--- src/rtl/psum_accumulator_if.sv ---
// psum_accumulator_if: job control, PE-column psum stream and drained-result handshake.
interface psum_accumulator_if #(
  parameter int PSUM_WIDTH = 32,
  parameter int ACC_WIDTH  = 32,
  parameter int TILE_WIDTH = 8
);
  logic                  start;
  logic [TILE_WIDTH-1:0] num_tiles;
  logic [PSUM_WIDTH-1:0] psum;
  logic                  psum_en;
  logic [ACC_WIDTH-1:0]  out_data;
  logic                  out_valid;
  logic                  out_ready;
  logic                  busy;
  logic                  done;
  modport master (output start, num_tiles, psum, psum_en, out_ready,
                  input out_data, out_valid, busy, done);
  modport slave (input start, num_tiles, psum, psum_en, out_ready,
                 output out_data, out_valid, busy, done);
endinterface

--- src/rtl/psum_accumulator.sv ---
// psum_accumulator: sums a PE-column psum stream over K-tiles, then drains the
// DEPTH final sums through a valid/ready port.
module psum_accumulator #(
  parameter int PSUM_WIDTH = 32,
  parameter int ACC_WIDTH  = 32,
  parameter int DEPTH      = 16,
  parameter int ADDR_WIDTH = 4,
  parameter int TILE_WIDTH = 8
) (
  input logic clk,
  input logic rst_n,
  psum_accumulator_if.slave bus
);
  typedef enum logic [1:0] {IDLE, ACCUM, DRAIN} state_t;
  state_t state, state_nxt;
  logic [ACC_WIDTH-1:0]  mem [DEPTH];
  logic [ADDR_WIDTH-1:0] wr_ptr, rd_ptr;
  logic [TILE_WIDTH-1:0] tile_cnt, tiles;
  logic wr_en, wr_last, last_tile, xfer, rd_last;
  assign wr_en     = state == ACCUM && bus.psum_en;
  assign wr_last   = wr_ptr == ADDR_WIDTH'(DEPTH - 1);
  assign last_tile = tile_cnt == tiles - TILE_WIDTH'(1);
  assign xfer      = state == DRAIN && bus.out_ready;
  assign rd_last   = rd_ptr == ADDR_WIDTH'(DEPTH - 1);
  always_ff @(posedge clk or negedge rst_n)
    if (!rst_n) state <= IDLE;
    else state <= state_nxt;
  always_comb begin
    state_nxt = state;
    case (state)
      IDLE:    state_nxt = bus.start ? ACCUM : IDLE;
      ACCUM:   state_nxt = wr_en && wr_last && last_tile ? DRAIN : ACCUM;
      DRAIN:   state_nxt = xfer && rd_last ? IDLE : DRAIN;
      default: state_nxt = IDLE;
    endcase
  end
  always_comb begin
    bus.out_valid = state == DRAIN;
    bus.out_data  = bus.out_valid ? mem[rd_ptr] : '0;
    bus.busy      = state != IDLE;
  end
  // The first tile overwrites instead of adding, so stale sums need no clear pass.
  always_ff @(posedge clk or negedge rst_n)
    if (!rst_n) begin
      wr_ptr   <= '0;
      rd_ptr   <= '0;
      tile_cnt <= '0;
      tiles    <= TILE_WIDTH'(1);
      bus.done <= 1'b0;
      for (int i = 0; i < DEPTH; i++) mem[i] <= '0;
    end else begin
      bus.done <= xfer && rd_last;
      if (state == IDLE && bus.start) begin
        tiles    <= bus.num_tiles == '0 ? TILE_WIDTH'(1) : bus.num_tiles;
        wr_ptr   <= '0;
        rd_ptr   <= '0;
        tile_cnt <= '0;
      end
      if (wr_en) begin
        mem[wr_ptr] <= (tile_cnt == '0 ? '0 : mem[wr_ptr]) + ACC_WIDTH'(bus.psum);
        wr_ptr      <= wr_last ? '0 : wr_ptr + ADDR_WIDTH'(1);
        if (wr_last) tile_cnt <= tile_cnt + TILE_WIDTH'(1);
      end
      if (xfer) rd_ptr <= rd_last ? '0 : rd_ptr + ADDR_WIDTH'(1);
    end
endmodule

--- src/flat_wrapper.sv ---
// flat-port wrapper written by rule: the top's interface ports become plain ports
module psum_accumulator_flat 
#(
  parameter int PSUM_WIDTH = 32,
  parameter int ACC_WIDTH  = 32,
  parameter int DEPTH      = 16,
  parameter int ADDR_WIDTH = 4,
  parameter int TILE_WIDTH = 8
)
  (clk, rst_n, bus_start, bus_num_tiles, bus_psum, bus_psum_en, bus_out_ready, bus_out_data, bus_out_valid, bus_busy, bus_done);
  psum_accumulator_if #(.PSUM_WIDTH(PSUM_WIDTH), .ACC_WIDTH(ACC_WIDTH), .TILE_WIDTH(TILE_WIDTH)) bus_i ();
  input logic clk;
  input logic rst_n;
  input wire logic [$bits(bus_i.start)-1:0] bus_start;
  input wire logic [$bits(bus_i.num_tiles)-1:0] bus_num_tiles;
  input wire logic [$bits(bus_i.psum)-1:0] bus_psum;
  input wire logic [$bits(bus_i.psum_en)-1:0] bus_psum_en;
  input wire logic [$bits(bus_i.out_ready)-1:0] bus_out_ready;
  output wire logic [$bits(bus_i.out_data)-1:0] bus_out_data;
  output wire logic [$bits(bus_i.out_valid)-1:0] bus_out_valid;
  output wire logic [$bits(bus_i.busy)-1:0] bus_busy;
  output wire logic [$bits(bus_i.done)-1:0] bus_done;
  assign bus_i.start = bus_start;
  assign bus_i.num_tiles = bus_num_tiles;
  assign bus_i.psum = bus_psum;
  assign bus_i.psum_en = bus_psum_en;
  assign bus_i.out_ready = bus_out_ready;
  assign bus_out_data = bus_i.out_data;
  assign bus_out_valid = bus_i.out_valid;
  assign bus_busy = bus_i.busy;
  assign bus_done = bus_i.done;
  psum_accumulator #(.PSUM_WIDTH(PSUM_WIDTH), .ACC_WIDTH(ACC_WIDTH), .DEPTH(DEPTH), .ADDR_WIDTH(ADDR_WIDTH), .TILE_WIDTH(TILE_WIDTH)) u_core (.clk(clk), .rst_n(rst_n), .bus(bus_i));
endmodule
--- config.mk ---
export PLATFORM = sky130hd
export DESIGN_NAME = psum_accumulator_flat
export DESIGN_NICKNAME = d
export VERILOG_FILES = /design/src/rtl/psum_accumulator_if.sv /design/src/rtl/psum_accumulator.sv /design/src/flat_wrapper.sv
export SDC_FILE = /design/constraint.sdc
export NUM_CORES = 1
export LEC_CHECK = 0
export ABC_CLOCK_PERIOD_IN_PS = 4740
export BUFFER_PORTS_ARGS = -buffer_cell sky130_fd_sc_hd__buf_2
export CORE_ASPECT_RATIO = 1.1
export CORE_MARGIN = 8
export CORE_UTILIZATION = 25
export DETAILED_ROUTE_END_ITERATION = 8
export GPL_TIMING_DRIVEN = 0
export PLACE_DENSITY = 0.36
export SLEW_MARGIN = 25
export SYNTH_ARGS = -nofsm -noshare
export SYNTH_HDL_FRONTEND = slang
export SYNTH_SLANG_ARGS = --single-unit
--- constraint.sdc ---
create_clock -name clk -period 4.74 [get_ports clk]
set_input_delay 0.237 -clock clk [delete_from_list [all_inputs] [get_ports clk]]
set_output_delay 0.237 -clock clk [all_outputs]
set_load 0.02 [all_outputs]
==> reports/metrics.cfg, run 1 <==
[die]
chipHeight_um = 382
die_area_um2 = 133000
num_io_pins = 80
die_w_um = 349
rows = 134
core_um2 = 121000
start_util_pct = 25.2

[critical_path]
crit_fanout = 10
cp-endpoint = u_core.mem[93]$_DFFE_PN0P_
cp-start-kind = register
required_ns = 5.27
crit_start = u_core.wr_ptr[0]$_DFFE_PN0P_
path_class = register to register
rrSetupSlack_ns = -0.03
r2r-end = u_core.mem[93]$_DFFE_PN0P_
crit_arrival_ns = 5.29
r2r_start = u_core.wr_ptr[0]$_DFFE_PN0P_
endpoint_kind = register
ff2ff_path_depth = 16

[yosys]
ys.flop_type = dfrtp_1
synth_edf_count = 0
ys_types = 74
syn_nets = 2807
syn_area_um2 = 30500
synth.ff_latch_count = 539
syn_area_per_cell_um2 = 11.2
async_flop_share_pct = 100
postSynthCellCount = 2722
yosysSeqAreaShare_pct = 44.2
yosys_warnings = 0

[power]
p_leak_nw = 15.5
p_clk_share_pct = 20.2
powerDensity_nw_per_um2 = 718
swShare_pct = 42.8
peakVddDrop_uv = 266
finalPower_mw = 27.0
p_int_mw = 15.5
power.share.sequential_pct = 28.0
combPwrFrac_pct = 51.8
p_sw_mw = 11.6

[cells_and_area]
layout_common_cells = nand2_1, dfrtp_1, o21ai_0, mux4_2, clkbuf_1
area.growth.synth_to_final_pct = 23.5
final_common_cell = nand2_1
nFillCells = 12300
nets = 3036
fin_cells = 4642
drive_above_1_share_pct = 29.7

[job]
max_cap_viol_count = 0

[placed_design]
dp_cells = 4441
gp_congestion = 0.887
dp_hpwl_um = 98900
port_buffers = 79

[grt]
grt_pass1_wl_um = 201000
grt-ovfl-total = 0
track_usage_pct = 21.2
antenna_found_initial = 6
grt_max_degree = 86
grt_pass1_vias = 25700

[timing]
setup_viol = 5
fin_ws_ns = -0.0272
skew_ns = 0.0326
setup_tns_ns = -0.0677
timing.final.crit_share_pct = 101
fmax_mhz = 210
maxSlewViolCount = 0
min_period_ns = 4.77
hold_viol = 0
grt_setup_unrepaired = yes
worst_pin_slew_ns = 1.20
slew_headroom_pct = 19.8

[cts]
cts_buffers = 69
clock_latency_ns = 0.65
clock-sinks = 539
path_clk_slew_ns = 0.06
clockBufferDepth = 3
cts_tree = done
clock-root-buffer = clkbuf_16
htree_levels = 3

[detailed_routing]
routedWlPerCell_um = 31.0
vias = 25000
drc_errors = 0
dr.first_iter.drc_count = 2385
routed_wl_um = 144000
ant_nets = 0
dr.pass1.iters = 5
viasPerCell = 5.38

[min_path]
hold_class = input port to asynchronous set/reset pin

[run_status]
status = finished, violations left
failed_checks = setup timing

==> timing repair <==
| action | in CTS | in global routing |
|---|---|---|
| hold buffers | 11 | 0 |
| hold endpoints to repair | 80 | 0 |
| setup buffers | 24 | 45 |
| pin swaps | 22 | 28 |
| resized for setup | 232 | 125 |
| endpoints found under the setup margin | 479 | 283 |
| cloned | 2 | 3 |
==> how the worst min path moves through the flow <==
| stage | from | endpoint | cells after the start |
|---|---|---|---|
| 2_1_floorplan | rst_n | u_core.bus.done$_DFF_PN0_ | 0 |
| 3_3_place_gp | bus_num_tiles[6] | u_core.tiles[6]$_DFFE_PN0P_ | 3 |
| 3_5_place_dp | rst_n | u_core.mem[335]$_DFFE_PN0P_ | 1 |
| 4_1_cts | rst_n | u_core.mem[367]$_DFFE_PN0P_ | 2 |
| 5_1_grt | rst_n | u_core.mem[270]$_DFFE_PN0P_ | 2 |
| 6_report | rst_n | u_core.mem[302]$_DFFE_PN0P_ | 2 |
==> sequential cells by signal, summed over array words and instances (netlist names) <==
name,cells
u_core.wr_ptr,4
u_core.mem,512
u_core.rd_ptr,4
u_core.bus.done,1
u_core.tiles,8
u_core.state,2
u_core.tile_cnt,8
==> critical path, cell delays in order (launching register included) <==
cell,delay (ns)
dfrtp_1,0.39
buf_6,0.17
clkbuf_16,0.21
buf_12,0.18
mux4_2,0.56
mux4_2,0.53
nor2b_1,0.16
ha_2,0.31
a21oi_2,0.15
o21ai_0,0.14
or2_2,0.36
and4b_4,0.39
nor4_4,0.05
buf_4,0.17
buf_2,0.18
or4_1,0.56
o311ai_2,0.10
==> cells in the mapped netlist, types with 4 or more instances <==
master | instances | share of area [%]
nor2_1 | 66 | 0.81
nor2b_1 | 37 | 0.76
a21o_1 | 24 | 0.59
clkbuf_1 | 219 | 2.7
nand2_1 | 539 | 6.6
o31ai_1 | 39 | 0.96
inv_1 | 14 | 0.17
a31oi_1 | 5 | 0.10
dfrtp_1 | 538 | 44
buf_2 | 7 | 0.11
mux2_2 | 51 | 1.9
nand2b_1 | 5 | 0.10
o211ai_1 | 7 | 0.17
ha_1 | 39 | 1.6
nor4_1 | 5 | 0.10
a211oi_1 | 6 | 0.15
o311ai_2 | 10 | 0.53
mux4_2 | 316 | 23
mux2i_1 | 24 | 0.79
or4_1 | 17 | 0.42
xnor2_1 | 16 | 0.46
o21a_1 | 4 | 0.099
buf_1 | 42 | 0.52
and2_1 | 50 | 1.0
a21oi_1 | 65 | 1.1
nand4b_1 | 16 | 0.46
nand3_1 | 29 | 0.48
xor2_1 | 18 | 0.52
and3_1 | 6 | 0.12
o21ai_0 | 413 | 6.8
nor3_1 | 25 | 0.41
nand4_1 | 11 | 0.23
==> final cells by class <==
class	instances	area, µm²	area share, %
multi-input combinational	1898	16800	44.6
sequential	539	13500	35.8
clock buffer	107	2080	5.53
tap	1632	2040	5.42
buffer	259	1610	4.28
timing repair buffer	170	1340	3.56
clock inverter	17	216	0.575
inverter	14	52.6	0.140
antenna	6	15.0	0.0399
==> cells by family after synthesis <==
logic type | synth area share [%]
simple gates | 12.1
buf+inv | 3.60
compound gates | 11.4
fa+ha+maj | 1.67
mux | 26.0
xor+xnor | 0.977
flops | 44.2
==> metal layers <==
layer | part of all wire (%) | GRT usage (%) | up-vias
li1 | - | - | 10500
met1 | 41 | 27.0 | 13200
met2 | 47 | 34.6 | 1027
met3 | 7.0 | 4.67 | 277
met4 | 4.7 | 9.06 | 0
met5 | 0 | 0 | -
==> through the flow <==
| stage | worst slack, ns | hold WS [ns] | utilization [%] | cell area [µm²] |
|---|---|---|---|---|
| finish | -0.0272 | 0.168 | 31.1 | 37600 |
| CTS | -0.0208 | 0.190 | 30.3 | 36800 |
| global route | -0.0894 | 0.245 | 31.0 | 37600 |
| floorplan | 0.00209 | -0.0586 | - | 30500 |
| global placement | -8.37 | 0.456 | 27.2 | 32900 |
| detailed placement | -1.95 | 0.287 | 27.4 | 33200 |
==> power groups by stage <==
stage / registers, mW / logic (mW) / clock network [mW]
after CTS: 7.51 / 12.8 / 5.60
after floorplan: 7.15 / 7.54 / 0
after detailed placement: 7.58 / 11.4 / 0
after global placement: 7.42 / 11.3 / 0
after global routing: 7.78 / 15.0 / 5.75
final: 7.57 / 14.0 / 5.46
Note: power is estimated with default switching activity, not from simulation.
==> run 2, diff against run 1 <==
--- a/config.mk
+++ b/config.mk
@@ -12,7 +12,7 @@
 export CORE_UTILIZATION = 25
 export DETAILED_ROUTE_END_ITERATION = 8
 export GPL_TIMING_DRIVEN = 0
-export PLACE_DENSITY = 0.36
+export PLACE_DENSITY = 0.51
 export SLEW_MARGIN = 25
 export SYNTH_ARGS = -nofsm -noshare
 export SYNTH_HDL_FRONTEND = slang
==> run 2 against run 1 <==
Against the previous run:
- the flow now finishes without violations
- flip-flop and latch count stayed put
- core utilization is 0.27 points lower
- cell count is essentially flat
- register-to-register slack better by 0.03 ns
- critical endpoint is now u_core.mem[30]$_DFFE_PN0P_
- largest cell class unchanged
==> reports/metrics.cfg, run 2 (synthesis gave the netlist of run 1 again) <==
[run_status]
status = finished, final reports clean

[timing]
fmax_mhz = 211
setup_viol = 0
timing.final.crit_share_pct = 99.9
min_period_ns = 4.73
worst_pin_slew_ns = 1.19
grt_setup_unrepaired = yes
timing.hold.ws_ns = 0.123
hold_viol = 0
skew_ns = 0.0200
slew_headroom_pct = 20.5
maxSlewViolCount = 0

[critical_path]
r2r-end = u_core.mem[30]$_DFFE_PN0P_
critical-path-max-stage-delay_ns = 0.54
cp.depth = 18
crit_fanout = 10
endpoint_kind = register
path_class = register to register
ff2ff_path_depth = 18
required_ns = 5.28
rrSetupSlack_ns = 0.005
cpMaxStageDelayCell = mux4_2
r2r_start = u_core.wr_ptr[0]$_DFFE_PN0P_
cp-endpoint = u_core.mem[30]$_DFFE_PN0P_
crit_start = u_core.wr_ptr[0]$_DFFE_PN0P_
path_cells = buf_6, clkbuf_16, buf_16, buf_8, mux4_2, mux4_2, nor2b_1, ha_4, and3_1, nand4_1, a211oi_2, buf_4, o2111ai_4, a311oi_4, buf_4, clkbuf_4, mux2i_1, nand2_1
cp-start-kind = register
cp_num_buf_inv = 7
path_delay_family = buffers and inverters
crit_arrival_ns = 5.27

[grt]
grt-ovfl-total = 0
antenna_found_initial = 10
grt_pass1_vias = 24600
track_usage_pct = 18.2
grt_max_degree = 79
grt_pass1_wl_um = 178000

[cts]
cts_buffers = 59
clock-root-buffer = clkbuf_16
clock_latency_ns = 0.66
htree_levels = 2
clock-sinks = 539
path_clk_slew_ns = 0.07
cts_tree = done
clockBufferDepth = 3

[min_path]
hold_class = input port to asynchronous set/reset pin

[placed_design]
place_area_um2 = 33200
dp_hpwl_um = 86800
gp_congestion = 0.946
port_buffers = 79

[power]
peakVddDrop_uv = 389
p_leak_nw = 15.4
p_sw_mw = 11.0
combPwrFrac_pct = 52.2
powerDensity_nw_per_um2 = 692
p_clk_share_pct = 18.6
power.share.sequential_pct = 29.1
p_int_mw = 14.8
swShare_pct = 42.7

[cells_and_area]
largest_register_ffs = 512
reg.largest.list = u_core.mem x512, u_core.tile_cnt x8, u_core.tiles x8
drive_above_1_share_pct = 28.4
largest-register = u_core.mem
stdcell_area_um2 = 37300
layout_common_cells = nand2_1, dfrtp_1, o21ai_0, mux4_2, clkbuf_1
nFillCells = 12300
area.growth.synth_to_final_pct = 22.4
nets = 3046

[die]
start_util_pct = 25.2
chipHeight_um = 382
core_um2 = 121000
num_io_pins = 80
rows = 134
die_area_um2 = 133000
die_w_um = 349

[job]
max_cap_viol_count = 0

[detailed_routing]
drc_errors = 0
dr.pass1.iters = 6
viasPerCell = 5.36
routedWlPerCell_um = 27.2
vias = 24900
routed_wl_um = 126000
dr.first_iter.drc_count = 2711
ant_nets = 0

-- run 2: cell type report --
type	instances	area, µm²	share of cell area [%]
multi-input cells	1897	16700	44.6
flip-flops and latches	539	13500	36.1
well taps	1632	2040	5.47
clock buffers	87	1720	4.61
repair buffers	190	1610	4.33
plain buffers	260	1510	4.04
clock inverters	19	224	0.600
inverters	14	52.6	0.141
diodes	3	7.51	0.0201
-- run 2: worst register-to-register path, stage by stage (launching register included) --
cell	delay, ns
dfrtp_1	0.41
buf_6	0.16
clkbuf_16	0.19
buf_16	0.17
buf_8	0.16
mux4_2	0.55
mux4_2	0.47
nor2b_1	0.18
ha_4	0.34
and3_1	0.22
nand4_1	0.15
a211oi_2	0.24
buf_4	0.18
o2111ai_4	0.20
a311oi_4	0.33
buf_4	0.19
clkbuf_4	0.22
mux2i_1	0.20
nand2_1	0.07
-- run 2: what timing repair did --
action                                 CTS  global route
setup endpoints to repair              475           271
pin swaps                               18            30
setup buffers                           19            68
hold buffers                            11             0
endpoints found under the hold margin   79             0
gates cloned                             0             5
resized for setup                      205           147
-- run 2: worst min-delay path by stage --
| stage | startpoint | to | cells after the start |
|---|---|---|---|
| after global placement | bus_num_tiles[4] | u_core.tiles[4]$_DFFE_PN0P_ | 3 |
| after global routing | rst_n | u_core.mem[174]$_DFFE_PN0P_ | 2 |
| after CTS | rst_n | u_core.mem[174]$_DFFE_PN0P_ | 2 |
| after floorplan | rst_n | u_core.bus.done$_DFF_PN0_ | 0 |
| after detailed placement | rst_n | u_core.mem[239]$_DFFE_PN0P_ | 1 |
| final | rst_n | u_core.mem[174]$_DFFE_PN0P_ | 2 |
-- run 2: layer usage --
| layer | wire length [µm] | GRT usage [%] |
|---|---|---|
| met2 | 59100 | 29.8 |
| met3 | 10500 | 3.93 |
| met1 | 49000 | 22.8 |
| met5 | 34 | 0 |
| met4 | 7610 | 8.97 |
-- run 2: power groups by stage --
stage               Clock, mW  Combinational (mW)  Sequential (mW)
floorplan                   0                7.54             7.15
global placement            0                10.9             7.45
detailed placement          0                11.0             7.54
CTS                      4.86                12.1             7.47
global route             5.01                14.4             7.72
finish                   4.81                13.5             7.52
-- run 2: metrics by stage --
stage | utilization [%] | power [mW] | worst slack [ns] | instances | setup TNS (ns)
finish | 30.8 | 25.8 | 0.00509 | 4641 | 0
global route | 30.8 | 27.1 | -0.0596 | 4639 | -1.57
CTS | 29.8 | 24.4 | -0.0872 | 4573 | -0.785
detailed placement | 27.4 | 18.5 | -1.92 | 4444 | -548.19
global placement | 27.2 | 18.3 | -8.52 | 4433 | -5300.61
floorplan | - | 14.7 | 0.00209 | 2722 | 0
